$ cat src/rtl/occupancy_pkg.sv
// Shared types for the occupancy controller: FSM state encoding and sticky error codes.
package occupancy_pkg;

  typedef enum logic [2:0] {
    ST_EMPTY,
    ST_PARTIAL,
    ST_FULL,
    ST_HOLD,
    ST_ERROR
  } state_t;

  localparam logic [1:0] ERR_NONE = 2'b00;
  localparam logic [1:0] ERR_OVF  = 2'b01;
  localparam logic [1:0] ERR_UNF  = 2'b10;

endpackage

$ cat src/rtl/occupancy_ctrl_counter.sv
// occ_counter: saturating up/down occupancy counter with overflow/underflow strobes.
// Strobes and count_next are combinational so the controller can register its flags in step with count.
module occ_counter #(
  parameter int CAPACITY = 100,
  parameter int CNT_W    = 8
) (
  input  logic             clk,
  input  logic             rst,
  input  logic             clear,
  input  logic             hold,
  input  logic             increment,
  input  logic             decrement,
  output logic [CNT_W-1:0] count,
  output logic [CNT_W-1:0] count_next,
  output logic             ovf,
  output logic             unf
);

  localparam logic [CNT_W-1:0] CAP = CNT_W'(CAPACITY);

  logic inc_only, dec_only;

  always_comb begin
    inc_only   = increment & ~decrement & ~hold & ~clear;
    dec_only   = decrement & ~increment & ~hold & ~clear;
    ovf        = inc_only & (count == CAP);
    unf        = dec_only & (count == '0);
    count_next = count;
    if (clear)
      count_next = '0;
    else if (inc_only && count < CAP)
      count_next = count + 1'b1;
    else if (dec_only && count != '0)
      count_next = count - 1'b1;
  end

  always_ff @(posedge clk) begin
    if (rst)
      count <= '0;
    else
      count <= count_next;
  end

endmodule

$ cat src/rtl/occupancy_ctrl.sv
// Occupancy controller: FSM plus registered flags around occ_counter.
// Optional re-admit hysteresis after FULL is enabled by defining OCC_HOLDOFF_EN.
//
// state      | meaning
// ST_EMPTY   | count == 0, entry admitted
// ST_PARTIAL | 0 < count < CAPACITY, entry admitted
// ST_FULL    | count == CAPACITY, entry refused
// ST_HOLD    | left FULL, refused until count <= CAPACITY-HYST
// ST_ERROR   | overflow/underflow seen, count frozen until clear/rst
module occupancy_ctrl
  import occupancy_pkg::*;
#(
  parameter int CAPACITY = 100,
  parameter int CNT_W    = 8,
  parameter int HYST     = 4
) (
  input  logic             clk,
  input  logic             rst,
  input  logic             increment,
  input  logic             decrement,
  input  logic             clear,
  output logic [CNT_W-1:0] count,
  output logic             empty,
  output logic             full,
  output logic             admit,
  output logic             err,
  output logic [1:0]       err_code
);

`ifdef OCC_HOLDOFF_EN
  localparam bit HOLDOFF = 1'b1;
`else
  localparam bit HOLDOFF = 1'b0;
`endif

  localparam logic [CNT_W-1:0] CAP     = CNT_W'(CAPACITY);
  localparam logic [CNT_W-1:0] READMIT = CNT_W'(CAPACITY - HYST);

  state_t           state, state_next;
  logic [CNT_W-1:0] count_next;
  logic             ovf, unf;
  logic             err_next;
  logic [1:0]       code_next;

  occ_counter #(
    .CAPACITY (CAPACITY),
    .CNT_W    (CNT_W)
  ) u_counter (
    .clk        (clk),
    .rst        (rst),
    .clear      (clear),
    .hold       (state == ST_ERROR),
    .increment  (increment),
    .decrement  (decrement),
    .count      (count),
    .count_next (count_next),
    .ovf        (ovf),
    .unf        (unf)
  );

  function automatic state_t classify(input logic [CNT_W-1:0] c);
    if (c == '0)       return ST_EMPTY;
    else if (c == CAP) return ST_FULL;
    else               return ST_PARTIAL;
  endfunction

  always_comb begin
    state_next = state;
    err_next   = err;
    code_next  = err_code;
    if (clear) begin
      state_next = ST_EMPTY;
      err_next   = 1'b0;
      code_next  = ERR_NONE;
    end else if (state != ST_ERROR) begin
      if (ovf) begin
        state_next = ST_ERROR;
        err_next   = 1'b1;
        code_next  = ERR_OVF;
      end else if (unf) begin
        state_next = ST_ERROR;
        err_next   = 1'b1;
        code_next  = ERR_UNF;
      end else if (state == ST_HOLD) begin
        if (count_next == CAP)
          state_next = ST_FULL;
        else if (count_next <= READMIT)
          state_next = classify(count_next);
      end else if (HOLDOFF && state == ST_FULL && count_next != CAP) begin
        state_next = ST_HOLD;
      end else begin
        state_next = classify(count_next);
      end
    end
  end

  // Flags derive from next-cycle values so they stay aligned with the registered count.
  always_ff @(posedge clk) begin
    if (rst) begin
      state    <= ST_EMPTY;
      err      <= 1'b0;
      err_code <= ERR_NONE;
      empty    <= 1'b1;
      full     <= 1'b0;
      admit    <= 1'b1;
    end else begin
      state    <= state_next;
      err      <= err_next;
      err_code <= code_next;
      empty    <= (count_next == '0);
      full     <= (count_next == CAP);
      admit    <= (state_next == ST_EMPTY) || (state_next == ST_PARTIAL);
    end
  end

endmodule

$ cat config.mk
export PLATFORM = sky130hd
export DESIGN_NAME = occupancy_ctrl
export DESIGN_NICKNAME = d
export VERILOG_FILES = /design/src/rtl/occupancy_pkg.sv /design/src/rtl/occupancy_ctrl_counter.sv /design/src/rtl/occupancy_ctrl.sv
export SDC_FILE = /design/constraint.sdc
export NUM_CORES = 1
export LEC_CHECK = 0
export CAP_MARGIN = 20
export CORE_UTILIZATION = 45
export DETAILED_ROUTE_END_ITERATION = 7
export GPL_TIMING_DRIVEN = 0
export PLACE_DENSITY = 0.69
export SKIP_LAST_GASP = 1
export SLEW_MARGIN = 40
export SYNTH_ARGS = -nofsm -noshare
export SYNTH_HDL_FRONTEND = slang
export SYNTH_HIERARCHICAL = 1
export SYNTH_SLANG_ARGS = --single-unit
$ cat constraint.sdc
create_clock -name clk -period 4 [get_ports clk]
set_clock_uncertainty 0.1 [all_clocks]
set_input_delay 0.8 -clock clk [delete_from_list [all_inputs] [get_ports clk]]
set_output_delay 0.8 -clock clk [all_outputs]
set_load 0.01 [all_outputs]
# Yosys cells after proc, flatten, opt, wreduce, memory -nomap -nowiden
# Index checks and enable logic that the tools add are counted.
[word_totals] ff_bits=17 in_bits=5 out_inout_bits=14
[op_classes] add_sub_neg=2 n_lt_le_gt_ge=2 n_eq_ne=6 mux=17 bitwise_logic=12 reduce_logical=10
[ops] cell="8-bit 2-to-1 mux" count=3
[ops] cell="3-bit 2-to-1 mux" count=7
[ops] cell="8-bit by 7-bit == test with 1-bit output (second input constant)" count=2
[ops] cell="8-bit logical NOT" count=2
[ops] cell="8-bit by 1-bit adder with 8-bit output (second input constant)" count=1
[ops] cell="1-bit AND" count=8
[ops] cell="8-bit by 7-bit less-or-equal comparator with 1-bit output (second input constant)" count=1
[ops] cell="8-bit by 7-bit less-than comparator with 1-bit output (second input constant)" count=1
[ops] cell="2-bit 2-to-1 mux" count=4
[ops] cell="8-bit nonzero test" count=1
[ops] cell="8-bit by 1-bit subtractor with 8-bit output (second input constant)" count=1
[ops] cell="1-bit inverter" count=4
[ops] cell="3-bit by 1-bit == test with 1-bit output (second input constant)" count=1
[ops] cell="3-bit by 2-bit == test with 1-bit output (second input constant)" count=1
[ops] cell="3-bit == test (second input constant)" count=1
[ops] cell="3-bit logical NOT" count=1
[ops] cell="1-bit 2-to-1 mux" count=3
[ops] cell="3-bit != test (second input constant)" count=1
[ops] cell="1-bit logical AND" count=2
[ops] cell="2-bit AND reduction" count=1
[ops] cell="2-bit nonzero test" count=1
[ops] cell="2-bit OR reduction" count=1
[ops] cell="1-bit logical OR" count=1

# Longest topological paths before layout
[logic_depth] word_depth=19 ltp_mapped=9

# Cells and area by module
# The synthesis kept the hierarchy.
[by_module_without_submodules] mod="occ_counter" instances=1 cells_per_inst=96 area_per_inst_um2=838.3 seq_area_each_um2=160.2
[by_module_without_submodules] mod="occupancy_ctrl" instances=1 cells_per_inst=36 area_per_inst_um2=371.6 seq_area_each_um2=180.2

# Worst setup path before layout
# No wires, ideal clock.
[synth_path] kind="input to register" startpoint="input decrement" endpoint="register admit" arrival_ns=2.788 setup_slack_ns=0.990 stages=7 n_path_buf=0 path_cell_list="or4b_4 > nor2_1 > a32oi_1 > mux2_1 > nor4bb_4 > a211o_1 > a311o_1"
[synth_via] elab_chain_cells=18 elab_cells_between_ends=30 cone_classes="order compare (1); eq/ne (2); mux (13); bitwise (9); reduce/logical (5)"
[synth_lines] element="from (decl)" line_no="occupancy_ctrl.sv:20" rtl="input logic decrement,"
[synth_lines] element="1-bit AND or 1-bit inverter (tied branches)" line_no="occupancy_ctrl_counter.sv:25, occupancy_ctrl_counter.sv:24"
[synth_lines] element="1-bit AND (on tied branches) (2 in series)" line_no="occupancy_ctrl_counter.sv:25, occupancy_ctrl_counter.sv:24"
[synth_lines] element="1-bit logical AND or 1-bit AND (tied branches)" line_no="occupancy_ctrl_counter.sv:33, occupancy_ctrl_counter.sv:24"
[synth_lines] element="8-bit 2-to-1 mux or 1-bit logical AND (tied branches)" line_no="occupancy_ctrl_counter.sv:33, occupancy_ctrl_counter.sv:31"
[synth_lines] element="8-bit 2-to-1 mux (*)" line_no="occupancy_ctrl_counter.sv:31" rtl="else if (inc_only && count < CAP)"
[synth_lines] element="8-bit 2-to-1 mux (*)" line_no="occupancy_ctrl_counter.sv:29" rtl="if (clear)"
[synth_lines] element="net count_next[5]" line_no="occupancy_ctrl.sv:40" rtl="logic [CNT_W-1:0] count_next;"
[synth_lines] element="parallel branches: the longest is 4 deep, another holds 8-bit by 7-bit less-or-equal comparator with 1-bit output"
[synth_lines] element="3-bit 2-to-1 mux (*)" line_no="occupancy_ctrl.sv:84" rtl="end else if (state == ST_HOLD) begin"
[synth_lines] element="3-bit 2-to-1 mux (*)" line_no="occupancy_ctrl.sv:80" rtl="end else if (unf) begin"
[synth_lines] element="3-bit 2-to-1 mux (*)" line_no="occupancy_ctrl.sv:76" rtl="if (ovf) begin"
[synth_lines] element="3-bit 2-to-1 mux (*)" line_no="occupancy_ctrl.sv:75" rtl="end else if (state != ST_ERROR) begin"
[synth_lines] element="3-bit 2-to-1 mux (*)" line_no="occupancy_ctrl.sv:71" rtl="if (clear) begin"
[synth_lines] element="3-bit by 1-bit == test with 1-bit output or 3-bit logical NOT (tied branches)" line_no="occupancy_ctrl.sv:112" rtl="admit <= (state_next == ST_EMPTY) || (state_next == ST_PARTIAL);"
[synth_lines] element="1-bit logical OR (*)" line_no="occupancy_ctrl.sv:112"
[synth_lines] element="to (signal assigned)" line_no="occupancy_ctrl.sv:112"
[synth_lines] element="to (decl)" line_no="occupancy_ctrl.sv:25" rtl="output logic admit,"
# Mark *: on every way through the listed nets, which the timed path passes.
# A chain may end at the register's enable or synchronous reset.

# Worst setup path in the final report
[layout_path] startpoint="input clear" endpoint="register admit"
[layout_via] elab_chain_cells=17 elab_cells_between_ends=26 cone_classes="order compare (1); eq/ne (2); mux (13); bitwise (5); reduce/logical (5)"
[layout_lines] element="from (decl)" line_no="occupancy_ctrl.sv:21" rtl="input logic clear,"
[layout_lines] element="1-bit inverter" line_no="occupancy_ctrl_counter.sv:24, occupancy_ctrl_counter.sv:25"
[layout_lines] element="1-bit AND" line_no="occupancy_ctrl_counter.sv:25" rtl="dec_only = decrement & ~increment & ~hold & ~clear;"
[layout_lines] element="1-bit logical AND" line_no="occupancy_ctrl_counter.sv:33" rtl="else if (dec_only && count != '0)"
[layout_lines] element="8-bit 2-to-1 mux" line_no="occupancy_ctrl_counter.sv:33"
[layout_lines] element="8-bit 2-to-1 mux" line_no="occupancy_ctrl_counter.sv:31"
[layout_lines] element="8-bit 2-to-1 mux (*)" line_no="occupancy_ctrl_counter.sv:29"
[layout_lines] element="net count_next[6]" line_no="occupancy_ctrl.sv:40"
[layout_lines] element="parallel branches: the longest is 4 deep, another holds 8-bit by 7-bit less-or-equal comparator with 1-bit output"
[layout_lines] element="3-bit 2-to-1 mux (*)" line_no="occupancy_ctrl.sv:84"
[layout_lines] element="3-bit 2-to-1 mux (*)" line_no="occupancy_ctrl.sv:80"
[layout_lines] element="3-bit 2-to-1 mux (*)" line_no="occupancy_ctrl.sv:76"
[layout_lines] element="3-bit 2-to-1 mux (*)" line_no="occupancy_ctrl.sv:75"
[layout_lines] element="3-bit 2-to-1 mux (*)" line_no="occupancy_ctrl.sv:71"
[layout_lines] element="3-bit by 1-bit == test with 1-bit output or 3-bit logical NOT (tied branches)" line_no="occupancy_ctrl.sv:112"
[layout_lines] element="1-bit logical OR (*)" line_no="occupancy_ctrl.sv:112"
# Marks and branches as above.

==> results.toml <==
[grt]
grt.overflow.total = 0
grt_max_degree = 11
track_usage = 0.224
antenna_found_initial = 0
grt_pass1_wl_um = 4660
grt_pass1_vias = 1008

[drt]
post_drt_via_cell_ratio = 6.05
wl_met3_um = 114
met2_length_um = 1320
wl_per_cell_um = 14.9
wl_met1_um = 1290
vias = 1114
maxUsedRoutingLayer = "met4"
drc = 0
drt-pass1-iter-count = 4
wl_um = 2740
antenna_left = 0
drtIter0Drc = 28

[synth]
async_reset_ff_frac = 0
synth_ff_type = "dfxtp_1"
ys_seq_elements = 17
yosysUniqueCellTypes = 50
synth.net_count = 140
synthesis.area_mm2 = 0.00121
syn_inst = 132
synth_area_per_cell_um2 = 9.17
ys_seq_area_frac = 0.281
yosys_warnings = 6
synth-edff-count = 0

[clock_tree]
cts_made_buffers = 3
cts_buffer_depth = 2
clk_latency_ns = 0.30
post_cts_buffers = 0
ctsHoldBuffers = 0
htreeDepth = 1
cts.sinks = 17
clk_pin_slew_ns = 0.10
cts_tree = "yes"
cts.repair.resized = 0
cts-root-buf = "clkbuf_4"

[worst_setup_path]
r2r_cells = 9
path_class = "primary input to flip-flop"
startpoint_type = "primary input"
cp_max_fo = 10
cp_data_arrival_time_ns = 3.57
endpoint_kind = "flip-flop"
cp.required_ns = 4.08

[job]
cap_violations = 0

[power_and_ir_drop]
ir_drop_mv = 0.174
leakagePower_uw = 0.000600
power.density_mw_per_mm2 = 214

[finish]
drive_gt1_frac = 0.149
design_area_mm2 = 0.00146
area_delta_synth_final_pct = 20.3
nets = 163
fin_util = 0.582
final_cells = 184
antenna_cells = 0

[placed_design]
portBuffers = 18
gp_congestion = 0.892
dp_hpwl_um = 2100
place_inst = 180
placed_cell_area_mm2 = 0.00143

[sta]
fin_crit_ns = 3.49
maxSlewHeadroom = 0.640
hold_viol = 0
drv_slew = 0
period_share = 0.871
rsz0062_at_grt = "no"
tns_ns = 0
worstMarginPinSlew_ns = 0.537
fmax_ghz = 0.287
setup_viol = 0

[worst_hold_path]
hold_class = "flip-flop to flip-flop"
worstHoldPathCells = 1

[die]
die_area_mm2 = 0.00290
die_height_um = 53.9
core_area_mm2 = 0.00250
die_x_um = 53.9
io_pins = 19
initial_utilization = 0.484
row_count = 18

[run_status]
status = "completed"
## routing by layer
metal | up-vias | track usage
li1 | 531 | -
met1 | 542 | 0.303
met2 | 39 | 0.366
met3 | 2 | 0.0282
met4 | 0 | 0.0658
met5 | - | 0
## final timing paths
kind / slack [ns] / endpoint / startpoint
min reg2reg: 0.39 / err / err
max: 0.51 / admit / clear
min: 0.39 / err / err
max reg2reg: 0.86 / admit / state[2]
## cell families after synthesis
logic type / Yosys count / share of synthesized area
multiplexers: 11 / 0.0993
flip-flops: 17 / 0.281
AND/OR/NAND/NOR: 70 / 0.387
AO/OA/AOI/OAI: 21 / 0.146
buffers and inverters: 10 / 0.0558
adder cells (fa/ha/maj): 3 / 0.0310
## report_power, final
part           switching [uW]  internal, uW  leakage, uW  total [uW]
Sequential               1.46           171     0.000137         173
Combinational            21.1          19.2     0.000445        40.3
Clock                    60.4          37.2    0.0000177        97.6
Total                    83.0           228     0.000600         311
## cells in the final DEF, fill, tap and decap left out, types with 2 or more instances in the layout
| cell type | instances |
|---|---|
| nor3_1 | 5 |
| a32oi_1 | 2 |
| a21oi_1 | 3 |
| and4b_1 | 2 |
| or2_2 | 2 |
| or4b_4 | 2 |
| mux2i_1 | 6 |
| nor2b_1 | 2 |
| clkbuf_4 | 3 |
| nor2_1 | 17 |
| dfxtp_1 | 17 |
| ha_1 | 3 |
| o21ai_0 | 2 |
| nand2_1 | 11 |
| buf_4 | 2 |
| or4_1 | 2 |
| a31oi_1 | 3 |
| or3_1 | 5 |
| and3b_1 | 2 |
| and3_1 | 3 |
| nand3_1 | 4 |
| inv_1 | 4 |
| clkdlybuf4s50_1 | 18 |
| nor4_4 | 2 |
| mux2_1 | 4 |
## flip-flops by register name, indices dropped and copies added, names as in the netlist
name             flops
full                 1
state                3
err_code             2
empty                1
u_counter/count      8
admit                1
err                  1
## worst max-delay path, cell delays in order
cell and delay [ns]:
clkdlybuf4s50_1 0.50, buf_4 0.21, nor4b_1 0.46, and4b_1 0.28
a31oi_1 0.07, mux2_1 0.38, nor4bb_4 0.19, a211o_1 0.33
a311o_1 0.35
## through the flow
| stage | setup slack, ns | hold slack [ns] | total power (uW) |
|---|---|---|---|
| 2_1_floorplan | 0.990 | 0.397 | 202 |
| 3_3_place_gp | 0.284 | 0.359 | 216 |
| 3_5_place_dp | 0.259 | 0.369 | 217 |
| 4_1_cts | 0.572 | 0.389 | 315 |
| 5_1_grt | 0.397 | 0.426 | 325 |
| 6_report | 0.514 | 0.386 | 311 |
## synthesized netlist by cell type, drive strengths merged, types with 3 or more instances
cell type  number  area share
a21oi           4       0.026
a31oi           3       0.016
and3            3       0.016
buf             3       0.022
dfxtp          17        0.28
ha              3       0.031
inv             4       0.012
mux2            5       0.050
mux2i           6       0.050
nand2          11       0.034
nand3           4       0.017
nor2           17       0.053
nor3            7       0.042
or3             5       0.026
or4b            3       0.031
## final cells by class
| class | instances | area, um^2 |
|---|---|---|
| tap | 30 | 37.5 |
| multi-input combinational | 105 | 802 |
| fill | 245 | 1040 |
| inverter | 5 | 18.8 |
| buffer | 5 | 48.8 |
| sequential | 17 | 340 |
| timing repair buffer | 18 | 180 |
| clock inverter | 1 | 5.00 |
| clock buffer | 3 | 22.5 |
(Power assumes the default switching activity.)
